**config.mk**
```make
export PLATFORM = sky130hd
export DESIGN_NAME = mem_port_arbiter
export DESIGN_NICKNAME = d
export VERILOG_FILES = /design/src/rtl/mem_port_arbiter.sv
export SDC_FILE = /design/constraint.sdc
export NUM_CORES = 1
export LEC_CHECK = 0
export CAP_MARGIN = 20
export CORE_AREA = 2 2 114 116
export DETAILED_ROUTE_END_ITERATION = 8
export DIE_AREA = 0 0 116 118
export PLACE_DENSITY = 0.76
export SLEW_MARGIN = 0
export SYNTH_ARGS = -nofsm -noshare
export SYNTH_HDL_FRONTEND = slang
export SYNTH_SLANG_ARGS = --single-unit
export TNS_END_PERCENT = 20
```
**constraint.sdc**
```tcl
create_clock -name clk1 -period 1.64 [get_ports clk1]
set_input_delay 0.328 -clock clk1 [delete_from_list [all_inputs] [get_ports clk1]]
set_output_delay 0.328 -clock clk1 [all_outputs]
set_load 0.01 [all_outputs]
```
**src/rtl/mem_port_arbiter.sv**
```systemverilog
// mem_port_arbiter
// ----------------
// Shares one fixed-latency synchronous memory port between the instruction
// fetch stage (IF) and the data memory stage (DM). One access is in flight
// at a time. The sequence per access is IDLE -> ISSUE -> WAIT -> RESP -> IDLE.
// A starvation counter forces IF to win after MAX_WAIT consecutive DM grants
// taken while IF was waiting. New fetches are not granted while halted=1.
//
// Ports
//   clk1, rst            clock; synchronous active-high reset
//   halted               blocks new IF grants (an IF access in flight completes)
//   if_req/if_addr       fetch request, held until if_ack
//   if_ack/if_rdata      one-cycle fetch completion and instruction word
//   dm_req/dm_we/...     load/store request, held until dm_ack
//   dm_ack/dm_rdata      one-cycle data completion; rdata is 0 for stores
//   m_en/m_we/m_addr/... memory strobe (one cycle per access) and operands
//   m_rdata              memory read data, valid MEM_LAT cycles after m_en
//   grant                01=IF, 10=DM, 00=none (ISSUE through RESP)
//   stall_if/stall_dm    request pending and not being acknowledged
module mem_port_arbiter #(
   parameter int AW       = 10,
   parameter int DW       = 32,
   parameter int MEM_LAT  = 1,
   parameter int MAX_WAIT = 3
) (
   input  logic          clk1,
   input  logic          rst,
   input  logic          halted,
   input  logic          if_req,
   input  logic [AW-1:0] if_addr,
   output logic          if_ack,
   output logic [DW-1:0] if_rdata,
   input  logic          dm_req,
   input  logic          dm_we,
   input  logic [AW-1:0] dm_addr,
   input  logic [DW-1:0] dm_wdata,
   output logic          dm_ack,
   output logic [DW-1:0] dm_rdata,
   output logic          m_en,
   output logic          m_we,
   output logic [AW-1:0] m_addr,
   output logic [DW-1:0] m_wdata,
   input  logic [DW-1:0] m_rdata,
   output logic [1:0]    grant,
   output logic          stall_if,
   output logic          stall_dm
);

   localparam logic [3:0] LAT_C = 4'(MEM_LAT);
   localparam logic [3:0] MAX_C = 4'(MAX_WAIT);

   typedef enum logic [1:0] {
      ST_IDLE  = 2'd0,
      ST_ISSUE = 2'd1,
      ST_WAIT  = 2'd2,
      ST_RESP  = 2'd3
   } state_t;

   state_t          state_reg;
   logic [3:0]      wait_cnt_reg;
   logic [3:0]      starve_cnt_reg;
   logic            op_we_reg;
   logic            m_en_reg;
   logic            m_we_reg;
   logic [AW-1:0]   m_addr_reg;
   logic [DW-1:0]   m_wdata_reg;
   logic            if_ack_reg;
   logic            dm_ack_reg;
   logic [DW-1:0]   if_rdata_reg;
   logic [DW-1:0]   dm_rdata_reg;
   logic [1:0]      grant_reg;

   logic            if_elig;
   logic            at_limit;
   logic            pick_dm;
   logic            pick_if;

   // DM normally has priority; once the counter has reached its limit an
   // eligible IF request takes the port instead. The counter can only sit at
   // the limit after DM grants made while IF was eligible, so "below limit"
   // and "not at limit" are the same test.
   assign if_elig  = if_req & ~halted;
   assign at_limit = (starve_cnt_reg == MAX_C);
   assign pick_dm  = dm_req & ~(if_elig & at_limit);
   assign pick_if  = if_elig & ~pick_dm;

   always_ff @(posedge clk1) begin
      if (rst) begin
         state_reg      <= ST_IDLE;
         wait_cnt_reg   <= '0;
         starve_cnt_reg <= '0;
         op_we_reg      <= 1'b0;
         m_en_reg       <= 1'b0;
         m_we_reg       <= 1'b0;
         m_addr_reg     <= '0;
         m_wdata_reg    <= '0;
         if_ack_reg     <= 1'b0;
         dm_ack_reg     <= 1'b0;
         if_rdata_reg   <= '0;
         dm_rdata_reg   <= '0;
         grant_reg      <= 2'b00;
      end else begin
         case (state_reg)
            ST_IDLE: begin
               if (pick_dm | pick_if) begin
                  // Operands are captured here so the requester may change
                  // its inputs while the access is in flight.
                  state_reg   <= ST_ISSUE;
                  grant_reg   <= pick_dm ? 2'b10 : 2'b01;
                  m_en_reg    <= 1'b1;
                  m_we_reg    <= pick_dm & dm_we;
                  op_we_reg   <= pick_dm & dm_we;
                  m_addr_reg  <= pick_dm ? dm_addr : if_addr;
                  m_wdata_reg <= pick_dm ? dm_wdata : '0;
                  if (pick_if) begin
                     starve_cnt_reg <= '0;
                  end else if (if_elig && !at_limit) begin
                     starve_cnt_reg <= starve_cnt_reg + 4'd1;
                  end
               end
            end
            ST_ISSUE: begin
               m_en_reg     <= 1'b0;
               m_we_reg     <= 1'b0;
               wait_cnt_reg <= LAT_C;
               state_reg    <= ST_WAIT;
            end
            ST_WAIT: begin
               // Last WAIT cycle: memory data is valid now, so it is
               // captured straight into the owner's rdata register and the
               // ack is raised for the RESP cycle.
               if (wait_cnt_reg == 4'd1) begin
                  state_reg <= ST_RESP;
                  if (grant_reg[1]) begin
                     dm_ack_reg   <= 1'b1;
                     dm_rdata_reg <= op_we_reg ? '0 : m_rdata;
                  end else begin
                     if_ack_reg   <= 1'b1;
                     if_rdata_reg <= m_rdata;
                  end
               end else begin
                  wait_cnt_reg <= wait_cnt_reg - 4'd1;
               end
            end
            ST_RESP: begin
               if_ack_reg <= 1'b0;
               dm_ack_reg <= 1'b0;
               grant_reg  <= 2'b00;
               state_reg  <= ST_IDLE;
            end
            default: begin
               state_reg <= ST_IDLE;
            end
         endcase
      end
   end

   assign m_en     = m_en_reg;
   assign m_we     = m_we_reg;
   assign m_addr   = m_addr_reg;
   assign m_wdata  = m_wdata_reg;
   assign if_ack   = if_ack_reg;
   assign dm_ack   = dm_ack_reg;
   assign if_rdata = if_rdata_reg;
   assign dm_rdata = dm_rdata_reg;
   assign grant    = grant_reg;
   assign stall_if = if_req & ~if_ack_reg;
   assign stall_dm = dm_req & ~dm_ack_reg;

endmodule

```
* Yosys cells after proc, flatten, opt, wreduce, memory -nomap -nowiden
Cells that the tools add are included.
W data, S select, Z words.
** Cells by class
- Eq/ne operators :: 10
- Shift operators :: 0
- Magnitude comparators :: 0
- Bitwise logic cells :: 14
- $add $sub $neg :: 2
- Divide/modulo/power cells :: 0
- Reductions and logical operators :: 18
- Multiplexer cells :: 23
- Multipliers :: 0
** Operator list (count)
- $mux W32 :: 2
- $reduce_and A3 Y1 :: 5
- $mux W4 :: 3
- $mux W10 :: 1
- $ne A2 B2 Y1 const B :: 5
- $reduce_and A2 Y1 :: 5
- $reduce_bool A2 Y1 :: 5
- $mux W2 :: 4
- $pmux W1 S2 :: 4
- $pmux W2 S4 :: 1
- $pmux W4 S2 :: 1
- $and A1 B1 Y1 :: 7
- $mux W1 :: 6
- $not A1 Y1 :: 6
- $add A4 B1 Y4 const B :: 1
- $eq A2 B2 Y1 const B :: 2
- $eq A4 B1 Y1 const B :: 1
- $eq A4 B2 Y1 const B :: 1
- $pmux W2 S2 :: 1
- $sub A4 B1 Y4 const B :: 1
- $eq A2 B1 Y1 const B :: 1
- $logic_not A2 Y1 :: 1
- $logic_and A1 B1 Y1 :: 1
- $logic_not A1 Y1 :: 1
- $or A1 B1 Y1 :: 1
** Word-level totals
- Bits of input ports :: 90
- Bits in latches :: 0
- Register bits :: 123
- Memory bits (read-only) :: 0
- RAM bits :: 0
- Memories kept :: 0

* Logic depth before layout (Yosys ltp)
- Depth after elaboration :: 10
- Mapped depth :: 8
- Gate-level depth less buffers :: 6

* Least setup slack after synthesis
OpenSTA, ideal clock, no wires.
- Path kind :: register to register
- Start :: register state_reg[0]
- End :: register m_addr_reg[2] (netlist: m_addr[2])
- Cell stages (with the launch flop) :: 9
- Data arrival time :: 1463 ps
- Library setup time :: 114 ps
- Buffers on the path :: 2
- Setup slack :: 63 ps
- Required time :: 1526 ps
- Period minus slack after synthesis :: 1577 ps
- Path through :: dfxtp_1 -> inv_1 -> ha_1 -> buf_2 -> nand2_1 -> a211oi_4 -> buf_4 -> a22o_1 -> a21o_1
** Between the ends
- Longest elaborated chain between the ends :: 2
** RTL lines
- start: declaration :: line 59 : state_t state_reg;
- start signal: assignment :: line 89 : state_reg <= ST_IDLE;
- start signal: assignment :: line 108 : state_reg <= ST_ISSUE;
- start signal: assignment :: line 126 : state_reg <= ST_WAIT;
- $logic_not A2 Y1 :: line 103 : case (state_reg)
- $reduce_and A2 Y1 (no line)
- end signal: assignment :: line 113 : m_addr_reg <= pick_dm ? dm_addr : if_addr;
- end: declaration :: line 65 : logic [AW-1:0] m_addr_reg;
No other way between the ends.
A chain may end at the register's enable or synchronous reset.

* Final worst setup path
- Start :: register dm_rdata_reg[4] (netlist: dm_rdata[4])
- End :: output dm_rdata[4]
** RTL lines
- start: declaration :: line 70 : logic [DW-1:0] dm_rdata_reg;
- start signal: assignment :: line 136 : dm_rdata_reg <= op_we_reg ? '0 : m_rdata;
- end: declaration :: line 38 : output logic [DW-1:0] dm_rdata,
No word-level cell between the ends.

==> flow_summary.json <==
{
  "synth_top_family_by_area": "compound AO/OA/AOI/OAI gates",
  "gr-usage-all-layers_pct": 20.6,
  "relSlewSlack_pct": 63.7,
  "htree_num_levels": 4,
  "final_net_count": 822,
  "num_vias": 4598,
  "portBuffers": 203,
  "crit_arrival_ns": 1.28,
  "synth.cell_area_um2": 4660,
  "synthTopCellsByCount": "123 x dfxtp_1, 107 x nand2_1, 70 x a21oi_1, 42 x a22o_1, 33 x nand3b_1",
  "cts_tree": "built",
  "synthCells": 503,
  "critPathMaxFanout": 2,
  "yosys_register_bits": 123,
  "ys_seq_area_share_pct": 52.9,
  "netlist_top_cells_area": "dfxtp_1 53%, nand2_1 8.6%, a22o_1 7.9%",
  "clockBufferDepth": 2,
  "tns_ns": 0,
  "clk_latency_ns": 0.41,
  "synthAdderAreaFrac_pct": 2.15,
  "cts_buffers": 17,
  "drive_above_1_share_pct": 12.6,
  "synth_mux_area_share_pct": 0.215,
  "grt_start_max_net_pins": 54,
  "end_kind": "output port",
  "ys_warn_count": 0,
  "yosysUniqueCellTypes": 46,
  "path_cells": "clkdlybuf4s50_1",
  "synth_top_area_share_pct": 52.9,
  "crit_family": "buffers and inverters",
  "grt_pass1_vias": 4584,
  "clk_pin_slew_ns": 0.05,
  "clockRootBuffer": "clkbuf_16",
  "ios": 204,
  "finish.utilization_pct": 63.4,
  "die_height_um": 118,
  "rows": 41,
  "slowest_stage": "clkdlybuf4s50_1",
  "synthFlopType": "dfxtp_1",
  "avgViaCountPerCell": 5.06,
  "hold_viol": 0,
  "first_iter_violations": 297,
  "synth_xor_area_share_pct": 0,
  "first_pass_iters": 4,
  "gp_congestion": 0.823,
  "area_growth_syn_to_layout_pct": 69.1,
  "crit_type": "reg -> out",
  "p_per_area_nw_per_um2": 1270,
  "worst_pin_slew_ns": 0.545,
  "hold_class": "in -> reg",
  "remaining_drc_errors": 0,
  "maxCapViolCount": 0,
  "post_drt_wl_per_cell_um": 15.9,
  "power_leakage_nw": 3.93,
  "status": "finished, final reports clean",
  "overflow": 0,
  "finalWirelength_mm": 14.4,
  "finalClockSkew_ns": 0.00645,
  "fillerInstances": 1056,
  "final_antenna_net_count": 0,
  "core_um2": 12400,
  "whs_ns": 0.294,
  "syn_avg_cell_area_um2": 9.26,
  "synth_compound_gate_area_share_pct": 21.4,
  "grt_pass1_wl_mm": 22.3,
  "antenna_found_initial": 0,
  "slew_viol_final": 0,
  "place_inst": 875,
  "synth_simple_gate_area_share_pct": 19.1,
  "min_period_ns": 1.61,
  "clock_sinks": 123,
  "start_util_pct": 37.5,
  "antenna_cells": 0,
  "slowest_delay_ns": 0.54,
  "instances_no_fill": 909,
  "start_kind": "register",
  "dp_hpwl_mm": 10.1,
  "yosys.area.top_type": "dfxtp_1",
  "fmax_mhz": 621,
  "synth-edff-count": 0,
  "vdd_drop_max_mv": 0.751,
  "period_share_pct": 98.2,
  "ctsHoldBuffers": 0,
  "finalSetupViolCount": 0,
  "yosysMostFrequentCell": "dfxtp_1",
  "dieArea_um2": 13700,
  "required_ns": 1.31,
  "crit_buf_inv": 1,
  "synthArstFlopShare_pct": 0,
  "die_w_um": 116,
  "synthesis.nets": 601
}
-- where the power goes --
part / internal, W / switching [W]
combinational: 0.00136 / 0.00118
clock: 0.00254 / 0.00138
sequential: 0.00334 / 0.000236
total: 0.00725 / 0.00280
-- per-stage QoR --
stage,power [W],instance area [um^2],setup WS (ns)
3_5_place_dp,0.00620,7100,-0.340
2_1_floorplan,0.00478,4660,0.0632
4_1_cts,0.0100,7660,-0.0484
5_1_grt,0.0105,7880,-0.000200
6_report,0.0100,7880,0.0295
3_3_place_gp,0.00612,7100,-0.268
-- worst paths after layout --
| check | startpoint | cells after the start | to | slack [ns] |
|---|---|---|---|---|
| max | dm_rdata[4] | 1 | dm_rdata[4] | 0.03 |
| min | rst | 3 | starve_cnt_reg[2] | 0.29 |
| max reg2reg | starve_cnt_reg[1] | 6 | m_addr[2] | 0.07 |
| min reg2reg | dm_rdata[12] | 2 | dm_rdata[12] | 0.45 |
-- cells in the final DEF, fill, tap and decap left out, types with 11 or more instances in the layout --
cell,netlist,routed
a21o_1,11,11
a21oi_1,70,70
a22o_1,42,42
buf_4,1,25
clkbuf_16,0,18
clkdlybuf4s50_1,0,93
dfxtp_1,123,120
dlygate4sd2_1,0,68
dlymetal6s2s_1,0,41
nand2_1,107,104
nand3b_1,33,33
nor2_1,14,12
-- kinds of logic (layout without fill, tap and decap cells) --
kind of cell	count (synthesis)	after routing
muxes	1	1
and+or+nand+nor	180	180
DFF	123	123
AOI/OAI and AO/OA	147	147
adders and majority gates	8	8
buffers and inverters	44	278
-- metal layers --
| layer | GRT usage [%] | wire length [um] | share of wire [%] | up-vias |
|---|---|---|---|---|
| met4 | 8.33 | 265 | 1.8 | 0 |
| met5 | 0 | 0 | 0 | - |
| li1 | - | - | - | 2200 |
| met1 | 23.2 | 5850 | 41 | 2151 |
| met2 | 35.2 | 7090 | 49 | 221 |
| met3 | 7.11 | 1230 | 8.5 | 26 |
-- repair_timing --
| item | CTS | global route |
|---|---|---|
| pin swaps | 0 | 2 |
| buffers inserted | 0 | 1 |
| setup endpoints to repair | 107 | 147 |
| resized for setup | 75 | 55 |
| hold endpoints to repair | 0 | 0 |
| cloned | 0 | 1 |
-- layout make-up --
cell class	count	area [um^2]	area share (%)
clock buffer	17	425	5.40
clock inverter	15	199	2.53
inverter	7	26.3	0.334
multi-input combinational	336	2090	26.5
sequential	123	2470	31.3
tap	172	215	2.73
timing repair buffer	239	2460	31.2
Note: power is estimated with default switching activity, not from simulation.
